==> config.mk <==
export PLATFORM = sky130hd
export DESIGN_NAME = des_key_schedule
export DESIGN_NICKNAME = d
export VERILOG_FILES = /design/src/rtl/des_key_schedule.sv
export SDC_FILE = /design/constraint.sdc
export NUM_CORES = 1
export LEC_CHECK = 0
export ABC_AREA = 1
export BUFFER_PORTS_ARGS = -buffer_cell sky130_fd_sc_hd__buf_2
export CAP_MARGIN = 10
export CORE_UTILIZATION = 50
export DETAILED_ROUTE_END_ITERATION = 16
export PLACE_DENSITY = 0.74
export SLEW_MARGIN = 20
export SYNTH_ARGS = -nofsm -noshare
export SYNTH_HDL_FRONTEND = slang
export SYNTH_SLANG_ARGS = --single-unit
==> constraint.sdc <==
create_clock -name clk -period 3.3 [get_ports clk]
set_clock_uncertainty 0.15 [all_clocks]
set_input_delay 0.66 -clock clk [delete_from_list [all_inputs] [get_ports clk]]
set_output_delay 0.66 -clock clk [all_outputs]
set_load 0.005 [all_outputs]
==> src/rtl/des_key_schedule.sv <==
// Sequential DES key schedule: PC-1 on key accept, then one PC-2 subkey per handshake.
// Optional macro DES_KEY_PARITY_EN adds an advisory odd-parity check on the key bytes.
module des_key_schedule #(
  parameter int ROUNDS = 16
) (
  input  logic        clk,
  input  logic        rst_n,
  input  logic        key_valid,
  output logic        key_ready,
  input  logic [1:64] key_in,
  input  logic        decrypt,
  output logic        sk_valid,
  input  logic        sk_ready,
  output logic [1:48] subkey,
  output logic [4:0]  key_num,
  output logic        sk_last,
  output logic        key_parity_err
);

  typedef enum logic [0:0] {IDLE = 1'b0, RUN = 1'b1} state_e;

  localparam logic [6:0] PC1_T [56] = '{
    7'd57, 7'd49, 7'd41, 7'd33, 7'd25, 7'd17, 7'd9,  7'd1,  7'd58, 7'd50, 7'd42, 7'd34, 7'd26, 7'd18,
    7'd10, 7'd2,  7'd59, 7'd51, 7'd43, 7'd35, 7'd27, 7'd19, 7'd11, 7'd3,  7'd60, 7'd52, 7'd44, 7'd36,
    7'd63, 7'd55, 7'd47, 7'd39, 7'd31, 7'd23, 7'd15, 7'd7,  7'd62, 7'd54, 7'd46, 7'd38, 7'd30, 7'd22,
    7'd14, 7'd6,  7'd61, 7'd53, 7'd45, 7'd37, 7'd29, 7'd21, 7'd13, 7'd5,  7'd28, 7'd20, 7'd12, 7'd4};

  localparam logic [5:0] PC2_T [48] = '{
    6'd14, 6'd17, 6'd11, 6'd24, 6'd1,  6'd5,  6'd3,  6'd28, 6'd15, 6'd6,  6'd21, 6'd10,
    6'd23, 6'd19, 6'd12, 6'd4,  6'd26, 6'd8,  6'd16, 6'd7,  6'd27, 6'd20, 6'd13, 6'd2,
    6'd41, 6'd52, 6'd31, 6'd37, 6'd47, 6'd55, 6'd30, 6'd40, 6'd51, 6'd45, 6'd33, 6'd48,
    6'd44, 6'd49, 6'd39, 6'd56, 6'd34, 6'd53, 6'd46, 6'd42, 6'd50, 6'd36, 6'd29, 6'd32};

  function automatic logic [1:0] sh_of(input logic [4:0] r);
    case (r)
      5'd1, 5'd2, 5'd9, 5'd16: sh_of = 2'd1;
      default:                 sh_of = 2'd2;
    endcase
  endfunction

  // Total rotation after ROUNDS rounds; decrypt starts from the last round's C/D.
  function automatic int dec_shift(input int n);
    int s;
    s = 0;
    for (int r = 1; r <= n; r++) s += (r == 1 || r == 2 || r == 9 || r == 16) ? 1 : 2;
    return s % 28;
  endfunction

  localparam int DEC_S = dec_shift(ROUNDS);

  function automatic logic [27:0] rotl(input logic [27:0] x, input logic [1:0] n);
    case (n)
      2'd1:    rotl = {x[26:0], x[27]};
      2'd2:    rotl = {x[25:0], x[27:26]};
      default: rotl = x;
    endcase
  endfunction

  function automatic logic [27:0] rotr(input logic [27:0] x, input logic [1:0] n);
    case (n)
      2'd1:    rotr = {x[0], x[27:1]};
      2'd2:    rotr = {x[1:0], x[27:2]};
      default: rotr = x;
    endcase
  endfunction

  function automatic logic [27:0] rotl_const(input logic [27:0] x, input int s);
    return (x << s) | (x >> (28 - s));
  endfunction

  function automatic logic [55:0] pc1(input logic [1:64] k);
    logic [55:0] o;
    o = 56'd0;
    for (int i = 0; i < 56; i++) o = {o[54:0], k[PC1_T[i]]};
    return o;
  endfunction

  // cd[55] holds DES position 1, so position p lives at bit 56-p.
  function automatic logic [47:0] pc2(input logic [55:0] cd);
    logic [47:0] o;
    o = 48'd0;
    for (int i = 0; i < 48; i++) o = {o[46:0], cd[6'd56 - PC2_T[i]]};
    return o;
  endfunction

  state_e      state_q, state_d;
  logic [27:0] c_q, c_d, d_q, d_d;
  logic [4:0]  key_num_q, key_num_d;
  logic        sk_last_q, sk_last_d;
  logic        dec_q, dec_d;
  logic [55:0] cd0_s;

  assign cd0_s     = pc1(key_in);
  assign key_ready = (state_q == IDLE);
  assign sk_valid  = (state_q == RUN);
  assign subkey    = pc2({c_q, d_q});
  assign key_num   = key_num_q;
  assign sk_last   = sk_last_q;

  // Next-state logic for load, advance and sequence completion.
  always_comb begin
    state_d   = state_q;
    c_d       = c_q;
    d_d       = d_q;
    key_num_d = key_num_q;
    sk_last_d = sk_last_q;
    dec_d     = dec_q;
    case (state_q)
      IDLE: begin
        if (key_valid) begin
          state_d   = RUN;
          dec_d     = decrypt;
          sk_last_d = (ROUNDS == 1);
          if (decrypt) begin
            c_d       = rotl_const(cd0_s[55:28], DEC_S);
            d_d       = rotl_const(cd0_s[27:0], DEC_S);
            key_num_d = 5'(ROUNDS);
          end else begin
            c_d       = rotl(cd0_s[55:28], 2'd1);
            d_d       = rotl(cd0_s[27:0], 2'd1);
            key_num_d = 5'd1;
          end
        end else begin
          state_d = IDLE;
        end
      end
      RUN: begin
        if (sk_ready) begin
          if (sk_last_q) begin
            state_d   = IDLE;
            key_num_d = 5'd0;
            sk_last_d = 1'b0;
          end else if (dec_q) begin
            c_d       = rotr(c_q, sh_of(key_num_q));
            d_d       = rotr(d_q, sh_of(key_num_q));
            key_num_d = key_num_q - 5'd1;
            sk_last_d = (key_num_q == 5'd2);
          end else begin
            c_d       = rotl(c_q, sh_of(key_num_q + 5'd1));
            d_d       = rotl(d_q, sh_of(key_num_q + 5'd1));
            key_num_d = key_num_q + 5'd1;
            sk_last_d = (key_num_q + 5'd1 == 5'(ROUNDS));
          end
        end else begin
          state_d = RUN;
        end
      end
      default: state_d = IDLE;
    endcase
  end

  // State and key-schedule registers.
  always_ff @(posedge clk or negedge rst_n) begin
    if (!rst_n) begin
      state_q   <= IDLE;
      c_q       <= 28'd0;
      d_q       <= 28'd0;
      key_num_q <= 5'd0;
      sk_last_q <= 1'b0;
      dec_q     <= 1'b0;
    end else begin
      state_q   <= state_d;
      c_q       <= c_d;
      d_q       <= d_d;
      key_num_q <= key_num_d;
      sk_last_q <= sk_last_d;
      dec_q     <= dec_d;
    end
  end

`ifdef DES_KEY_PARITY_EN
  function automatic logic odd_parity_err(input logic [1:64] k);
    logic [63:0] t;
    logic        e;
    t = k;
    e = 1'b0;
    for (int b = 0; b < 8; b++) begin
      e = e | ~(^t[7:0]);
      t = t >> 8;
    end
    return e;
  endfunction

  logic perr_q;

  // Parity flag captured at key acceptance.
  always_ff @(posedge clk or negedge rst_n) begin
    if (!rst_n) begin
      perr_q <= 1'b0;
    end else if (state_q == IDLE && key_valid) begin
      perr_q <= odd_parity_err(key_in);
    end else begin
      perr_q <= perr_q;
    end
  end

  assign key_parity_err = perr_q;
`else
  logic unused_parity_bits_s;
  assign unused_parity_bits_s = ^{key_in[8], key_in[16], key_in[24], key_in[32],
                                  key_in[40], key_in[48], key_in[56], key_in[64]};
  assign key_parity_err = 1'b0;
`endif

endmodule

# Yosys cells after proc, flatten, opt, wreduce, memory -nomap -nowiden
# Index checks and enable logic that the tools add are counted.
# W data, S select, Z words.
[word_totals] register_bits=64 input_bits=69 output_inout_bits=57 wordCells=72
[op_classes] add_sub_neg=2 n_eq_ne=17 mux=41 bitwise=1 n_reduce_logical=5
[op_table] operator="$pmux W28 S2" count=6
[op_table] operator="$mux W28" count=10
[op_table] operator="$mux W5" count=5
[op_table] operator="$mux W2" count=10
[op_table] operator="$eq A5 B1 Y1 const B" count=2
[op_table] operator="$eq A5 B2 Y1 const B" count=2
[op_table] operator="$eq A5 B4 Y1 const B" count=2
[op_table] operator="$eq A5 B5 Y1 const B" count=2
[op_table] operator="$pmux W5 S2" count=1
[op_table] operator="$reduce_or A4 Y1" count=2
[op_table] operator="$mux W1" count=7
[op_table] operator="$ne A2 B2 Y1 const B" count=3
[op_table] operator="$add A5 B1 Y5 const B" count=1
[op_table] operator="$reduce_and A5 Y1" count=1
[op_table] operator="$sub A5 B1 Y5 const B" count=1
[op_table] operator="$eq A2 B1 Y1 const B" count=2
[op_table] operator="$eq A2 B2 Y1 const B" count=2
[op_table] operator="$ne A4 B1 Y1 const B" count=1
[op_table] operator="$ne A4 B2 Y1 const B" count=1
[op_table] operator="$pmux W1 S2" count=2
[op_table] operator="$reduce_and A2 Y1" count=2
[op_table] operator="$not A1 Y1" count=1

# Longest topological paths before layout
# Gate-level depths: netlist of the first run.
[logic_depth] ltp_word=14 ltp_mapped=14 mapped_depth_nobuf=12

# Worst setup path after synthesis of the first run
# Ideal clock, no wire load.
[synth_timing] path_type="reg2reg" from="register key_num_q[0] (netlist: key_num[0])" to="register c_q[18]" setup_time_ns=0.077 t_arrival_ns=1.855 t_required_ns=3.073 path_slack_ns=1.217 path_stages_with_launch=13 n_path_buf=2 synth_period_minus_slack_ns=2.083 cell_sequence="dfrtp_1 ha_1 xnor2_1 inv_1 nor2_2 nand2_2 buf_6 buf_2 nand3_1 nand3_1 nand2_1 nand2_1 a21oi_1"
[synth_via] elab_chain_cells=14 word_cells_on_any_way=34 cone_classes="add/sub (1); eq/ne (14); mux (16); reduce/logical (3)"
[synth_rtl] element="start: declaration" line="88" text="logic [4:0] key_num_q, key_num_d;"
[synth_rtl] element="start signal: assignment" line="165" text="key_num_q <= key_num_d;"
[synth_rtl] element="$add A5 B1 Y5" line="139" text="c_d = rotl(c_q, sh_of(key_num_q + 5'd1));"
[synth_rtl] element="$eq A5 B5 Y1 (tied with other cells)" line="35" text="case (r)"
[synth_rtl] element="$reduce_or A4 Y1" line="35"
[synth_rtl] element="$mux W2" line="35"
[synth_rtl] element="$mux W2" line="133" text="end else if (dec_q) begin"
[synth_rtl] element="$mux W2" line="129" text="if (sk_last_q) begin"
[synth_rtl] element="$mux W2" line="128" text="if (sk_ready) begin"
[synth_rtl] element="$mux W2" line="108" text="case (state_q)"
[synth_rtl] element="$eq A2 B2 Y1 / $eq A2 B1 Y1 (equally long branches)" line="52" text="case (n)"
[synth_rtl] element="$pmux W28 S2" line="52"
[synth_rtl] element="$mux W28" line="133"
[synth_rtl] element="$mux W28" line="129"
[synth_rtl] element="$mux W28" line="128"
[synth_rtl] element="$pmux W28 S2" line="108"
[synth_rtl] element="end signal: assignment" line="156" text="c_q <= 28'd0;"
[synth_rtl] element="end signal: assignment" line="163" text="c_q <= c_d;"
[synth_rtl] element="end: declaration" line="87" text="logic [27:0] c_q, c_d, d_q, d_d;"
# Parallel ways exist; a longest one is shown, timed or not. The select of a mux whose other input is x is not followed.
# A chain may end at the register's enable or synchronous reset.

# Final worst setup path of the first run
[layout_timing] from="register key_num_q[0] (netlist: key_num[0])" to="register c_q[5]"
# The elaborated chain is that of the path after synthesis.

==> results by group, run 1 <==
Timing
  – Crit share post-route: between 80% and 90%
  – Worst slew pin tran: around 1.0 ns
  – PnR worst setup slack: roughly 0.65 ns
  – Setup TNS: 0 ns
  – Setup violators final: 0
  – Unrepaired setup endpoints after global routing: false
  – Fin. Hold Viols: 0
  – Final Max Slew Viols: 0
  – Relative slew slack: 30.40%
  – Min Tclk post-route: roughly 2.6 ns
  – Peak Freq: between 0.3 and 0.4 GHz

Drt
  – WL/cell: roughly 14 um
  – Vias per inst: roughly 5.4
  – Initial drt markers: between 500 and 600
  – Drt first pass iters: 5
  – DR DRC count: 0
  – Routed wire length: roughly 17000 um
  – Via count: about 6600
  – Post-route ant nets: 0

Placement
  – Placed cell area: roughly 6300 sq um
  – Dpl ws: 0.7176 ns
  – PortBufs: 116
  – Gpl congestion: slightly above 0.9
  – Hpwl dp: 10790 um

Worst setup path
  – CP endpoint kind: flop
  – Reg-to-reg endpoint: c_q[5]
  – CP delay by family, top: simple AND/OR/NAND/NOR gates
  – CP Max Fanout: 42
  – Crit path kind: flop to flop
  – WP buf/inv: 2
  – FF-to-FF setup slack: approximately 0.65 ns
  – Slowest stage cell, crit path: dfrtp_1
  – Critical path, cell by cell: ha_1 -> xnor2_1 -> inv_1 -> nor2_2 -> nand2_2 -> buf_4 -> nand3_1 -> nand3_1 -> nand2_1 -> nand2_1 -> a21oi_1
  – Slowest Stage Delay on Critical Path: ~0.47 ns
  – Startpoint Class: flop
  – CP Data Arrival Time: 2.76 ns
  – CP required: approximately 3.4 ns
  – FF-to-FF Start: key_num[0]
  – R2R depth: 11

Clock network
  – Clock tree sinks: between 60 and 70
  – Setup Fix Bufs, Post-CTS: 0
  – Cts repair resizes: 0
  – TritonCTS buffer count: 9
  – Worst-skew pair later-pin latency: 0.34 ns
  – CTS root buf: clkbuf_16
  – Hold buffer count at CTS: 0
  – Worst-path clk slew: about 0.050 ns
  – CTS tree: yes
  – Bufs on Longest Clock Path: 2
  – H-Tree Depth: 3

Layout
  – Multi-input logic area: ~3300 sq um
  – Filler cells: between 1000 and 1500
  – Design area: ~6600 sq um
  – Most common cell after layout, fill and taps aside: nand2_1
  – Most frequent cells in the layout: nand2_1 (291), nand3_1 (173), inv_1 (126), nor2_1 (117), buf_2 (116)
  – Layout area overhead: 6.688%
  – Share of layout cells above drive strength 1: around 15%
  – Diodes inserted: 0
  – Sequential cell area: about 1600 sq um
  – Core Util, Final: between 50 and 60%
  – Nets@finish: approximately 1100

Logic synthesis
  – Seq cells post-synth: 64
  – Multiplexer share of the synthesized area: 0%
  – Xor-xnor portion of the synthesized cell area: less than 1%
  – Synth Net Count: between 1000 and 1500
  – Synth Area in Simple Gates: around two fifths
  – Yosys top cell area share: 25.94%
  – Area contributors post-synth: dfrtp_1 (26%), nand2_1 (18%), nand3_1 (14%)
  – Mapped cell area: a little over 6000 sq um
  – Top cell type by total area after synthesis: dfrtp_1
  – Synth warnings: 0
  – Avg Cell Area, Syn: slightly below 6 sq um
  – Netlist cell types: 31
  – EDFF count, synth: 0
  – Synth Area in Adders: around 1.4%
  – Async S/R FF share, synth: 100.0%
  – Syn Inst Count: approximately 1000
  – Main synth FF type: dfrtp_1
  – Post-synthesis sequential area ratio: between 20% and 30%
  – Complex-gate fraction of the synthesized area: between 10 and 15%
  – Largest family of logic cells by synthesized area: simple AND/OR/NAND/NOR gates

Global routing
  – Maximum number of pins on one net before global-route repair: 64
  – Tot GR Track Use: 27.67%
  – First-pass GRT wire length: 28770 um
  – GRT Residual Overflow: 0
  – Antenna violations before repair: 0
  – Number of global-route vias before repair: about 6000

Power
  – Peak supply drop: ~610 uV
  – LEAKAGE: 0.003652 uW
  – P per Cell Area: 1165 nW/um^2
  – Power Total: 7670 uW

Die
  – Die span in y: 113.1 um
  – Initial Util: 51.40%
  – Rows: 40
  – Die area: around 13000 sq um
  – Core Area: roughly 12000 sq um
  – I/O pins: ~130
  – Die width: ~110 um

Job
  – Max-Cap Viols: 0

Run status
  – Outcome: finished clean

Hold path
  – Type of the worst min-delay path: input port to asynchronous set/reset pin
synth_stat cells, types with 2 or more instances:
| cell type | count |
|---|---|
| a21oi_1 | 59 |
| nand3_1 | 173 |
| inv_1 | 127 |
| o22ai_1 | 58 |
| inv_2 | 2 |
| ha_1 | 7 |
| buf_4 | 51 |
| xnor2_1 | 2 |
| nor2_1 | 118 |
| dfrtp_1 | 64 |
| buf_1 | 4 |
| nand2_2 | 2 |
| o21ai_1 | 2 |
| buf_2 | 32 |
| nand2_1 | 293 |
| buf_6 | 8 |
| clkbuf_1 | 28 |
| o21ai_0 | 6 |
metrics by stage:
stage	instances	hold slack (ns)
after CTS	1217	0.2660
after global placement	1204	0.3569
final	1217	0.2361
after floorplan	1049	0.2144
after global routing	1217	0.3073
after detailed placement	1204	0.3708
registers in the layout, summed over array words and instances, names as in the netlist:
| name | count |
|---|---|
| key_num | 5 |
| sk_last | 1 |
| sk_valid | 1 |
| d_q | 28 |
| c_q | 28 |
| dec_q | 1 |
power breakdown:
part           switching (uW)  internal [uW]  leakage, uW  total (uW)
Sequential                363           1200     0.000721        1560
Clock                     349            535     0.000130         884
Combinational            3400           1830      0.00280        5220
Total                    4110           3560      0.00365        7670
worst max path at each step:
stage / slack, ns / start / cells after the start / end
2_1_floorplan: 1.22 / key_num[0] / 12 / c_q[18]
3_3_place_gp: 0.74 / key_num[0] / 11 / c_q[6]
3_5_place_dp: 0.72 / key_num[0] / 11 / c_q[6]
4_1_cts: 0.67 / key_num[0] / 11 / c_q[5]
5_1_grt: 0.39 / key_num[0] / 11 / d_q[9]
6_report: 0.65 / key_num[0] / 11 / c_q[5]
layer usage:
metal / track usage [%] / wire, um / up-vias
li1: - / - / 3334
met1: 36.82 / 7454 / 2976
met2: 45.89 / 8144 / 236
met3: 3.482 / 1016 / 21
met4: 10.70 / 319 / 0
met5: 0 / 0 / -
worst register-to-register path, cell delays in order (launching register included):
cell	delay, ns
dfrtp_1	0.47
ha_1	0.28
xnor2_1	0.32
inv_1	0.13
nor2_2	0.14
nand2_2	0.20
buf_4	0.35
nand3_1	0.13
nand3_1	0.09
nand2_1	0.10
nand2_1	0.06
a21oi_1	0.16
final cells by class:
| class | count | area share, % |
|---|---|---|
| Multi-Input combinational cell | 733 | 50.82 |
| Sequential cell | 64 | 24.35 |
| Timing Repair Buffer | 131 | 10.71 |
| Inverter | 129 | 7.352 |
| Clock buffer | 12 | 3.894 |
| Tap cell | 147 | 2.793 |
| Clock inverter | 1 | 0.07599 |
kinds of logic after synthesis:
family / Yosys count
adders and majority gates: 7
other: 1
AOI/OAI and AO/OA: 131
and+or+nand+nor: 591
DFF: 64
xor gates and xnor gates: 3
buffers and inverters: 252
Note: power is estimated with default switching activity, not from simulation.
==> run 2: changes to the inputs <==
PLACE_DENSITY = 0.77   (was 0.74)
clock period = 2.4 ns   (was 3.3 ns; I/O delays follow)
==> run 2 against run 1 <==
  * Count of clock-buffer cells in the layout increased by 3
  * Total power increased by 41%
  * Routed wire length decreased by 3.6%
  * The run now ends with hold timing left
  * Die area unchanged
  * Combinational power increased by 43%
  * Largest cell class unchanged
==> results by group, run 2 (same netlist as run 1, synthesis figures left out) <==
Worst setup path
  – Startpoint Class: flop
  – CP Data Arrival Time: 2.34 ns
  – CP endpoint kind: flop
  – Crit path kind: flop to flop
  – CP required: around 2.5 ns
  – CP Max Fanout: 28

Placement
  – PortBufs: between 100 and 150
  – Gpl congestion: 0.8589
  – Placed cell area: about 6400 sq um
  – Hpwl dp: slightly above 10000 um
  – Dpl ws: about 0.14 ns

Timing
  – Setup TNS: 0 ns
  – Final hold slack: -0.008870 ns
  – Unrepaired setup endpoints after global routing: true
  – Min Tclk post-route: roughly 2.2 ns
  – Relative slew slack: around 54%
  – Final Max Slew Viols: 0
  – Worst slew pin tran: roughly 0.68 ns
  – PnR worst setup slack: 0.1645 ns
  – Setup violators final: 0
  – Fin. Hold Viols: 12
  – Crit share post-route: 93.15%
  – Peak Freq: about 0.45 GHz

Power
  – LEAKAGE: 0.003723 uW
  – P per Cell Area: 1605 nW/um^2
  – Peak supply drop: between 800 and 900 uV

Clock network
  – Worst-skew pair later-pin latency: ~0.34 ns
  – Worst-path clk slew: 0.05 ns
  – Hold buffer count at CTS: 0
  – CTS tree: yes
  – Bufs on Longest Clock Path: 2
  – H-Tree Depth: 3
  – Clock tree sinks: 64
  – TritonCTS buffer count: 9
  – CTS root buf: clkbuf_16

Layout
  – Design area: slightly below 7000 sq um
  – Core Util, Final: ~56%
  – Most frequent cells in the layout: nand2_1 (292), nand3_1 (173), inv_1 (125), nor2_1 (117), buf_2 (116)
  – Share of layout cells above drive strength 1: 15.32%
  – Filler cells: around 1300
  – Sequential cell area: between 1500 and 2000 sq um
  – Nets@finish: around 1100
  – Multi-input logic area: between 3000 and 4000 sq um
  – Layout area overhead: 9.181%
  – Most common cell after layout, fill and taps aside: nand2_1
  – Diodes inserted: 0

Die
  – Die area: 12800 sq um
  – Initial Util: about half
  – Die width: between 100 and 150 um
  – Rows: 40
  – Core Area: 12010 sq um
  – I/O pins: approximately 130
  – Die span in y: ~110 um

Drt
  – Post-route ant nets: 0
  – Top sig layer: met4
  – Initial drt markers: 403
  – Routed wire length: ~16000 um
  – Vias per inst: 5.391
  – WL/cell: roughly 13 um
  – Met3 WL: a little over 900 um
  – Met2 Wirelength: 7947 um
  – DR DRC count: 0
  – Drt first pass iters: 5
  – Met1 Wirelength: around 7000 um
  – Via count: roughly 6600

Run status
  – Outcome: finished with violations
  – Violated checks: hold timing

Global routing
  – Antenna violations before repair: 0
  – Number of global-route vias before repair: just over 6000
  – Maximum number of pins on one net before global-route repair: 65
  – Tot GR Track Use: around a quarter
  – First-pass GRT wire length: 27740 um
  – GRT Residual Overflow: 0

Job
  – Max-Cap Viols: 0

Hold path
  – Type of the worst min-delay path: input port to asynchronous set/reset pin
[run 2: worst paths after layout]
check                      endpoint  slack [ns]        from  cells after the start
setup / recovery            c_q[14]        0.16  key_num[0]                     14
hold / removal              d_q[19]      -0.009       rst_n                      2
setup reg to reg            c_q[14]        0.16  key_num[0]                     14
hold reg to reg              c_q[3]        0.37      c_q[3]                      2
max in group asynchronous     dec_q        1.76       rst_n                      2
min in group clk              dec_q        0.27   key_valid                      3
[run 2: report_power, final]
part | internal (uW) | switching (uW)
combinational | 2760 | 4720
sequential | 1650 | 429
clock | 779 | 478
total | 5190 | 5620
[run 2: metrics by stage]
step | hold WS [ns] | total power [uW] | std cells
after floorplan | 0.03441 | 8263 | 1049
after global placement | 0.3572 | 9406 | 1209
after detailed placement | 0.3676 | 9513 | 1209
after CTS | 0.02369 | 10810 | 1224
after global routing | 0.05080 | 11970 | 1224
final | -0.008870 | 10820 | 1224
[run 2: final cells by class]
type / count / share of cell area [%]
multi-input combinational: 733 / 49.79
sequential: 64 / 23.80
timing repair buffer: 136 / 12.38
inverter: 129 / 7.184
clock buffer: 15 / 4.121
tap: 147 / 2.729
[run 2: metal layers]
layer | track usage [%] | vias up
met5 | 0 | -
met4 | 10.00 | 0
met3 | 2.946 | 20
met2 | 47.12 | 232
met1 | 32.98 | 3005
li1 | - | 3341
[run 2: timing repair]
action                     CTS  global route
setup endpoints to repair    0            52
gates resized for setup      0             4
buffers inserted             0             0
[run 2: critical path, cell delays in order, from the launching register on]
cell and delay, ns:
dfrtp_1 0.38, buf_4 0.17, inv_2 0.11, ha_1 0.18, inv_1 0.06, o21ai_1 0.13, o211ai_1 0.12, nand2_2 0.13
inv_1 0.11, buf_12 0.18, nand2_1 0.06, nand3_1 0.06, nand2_1 0.10, nand2_1 0.06, a21oi_1 0.15
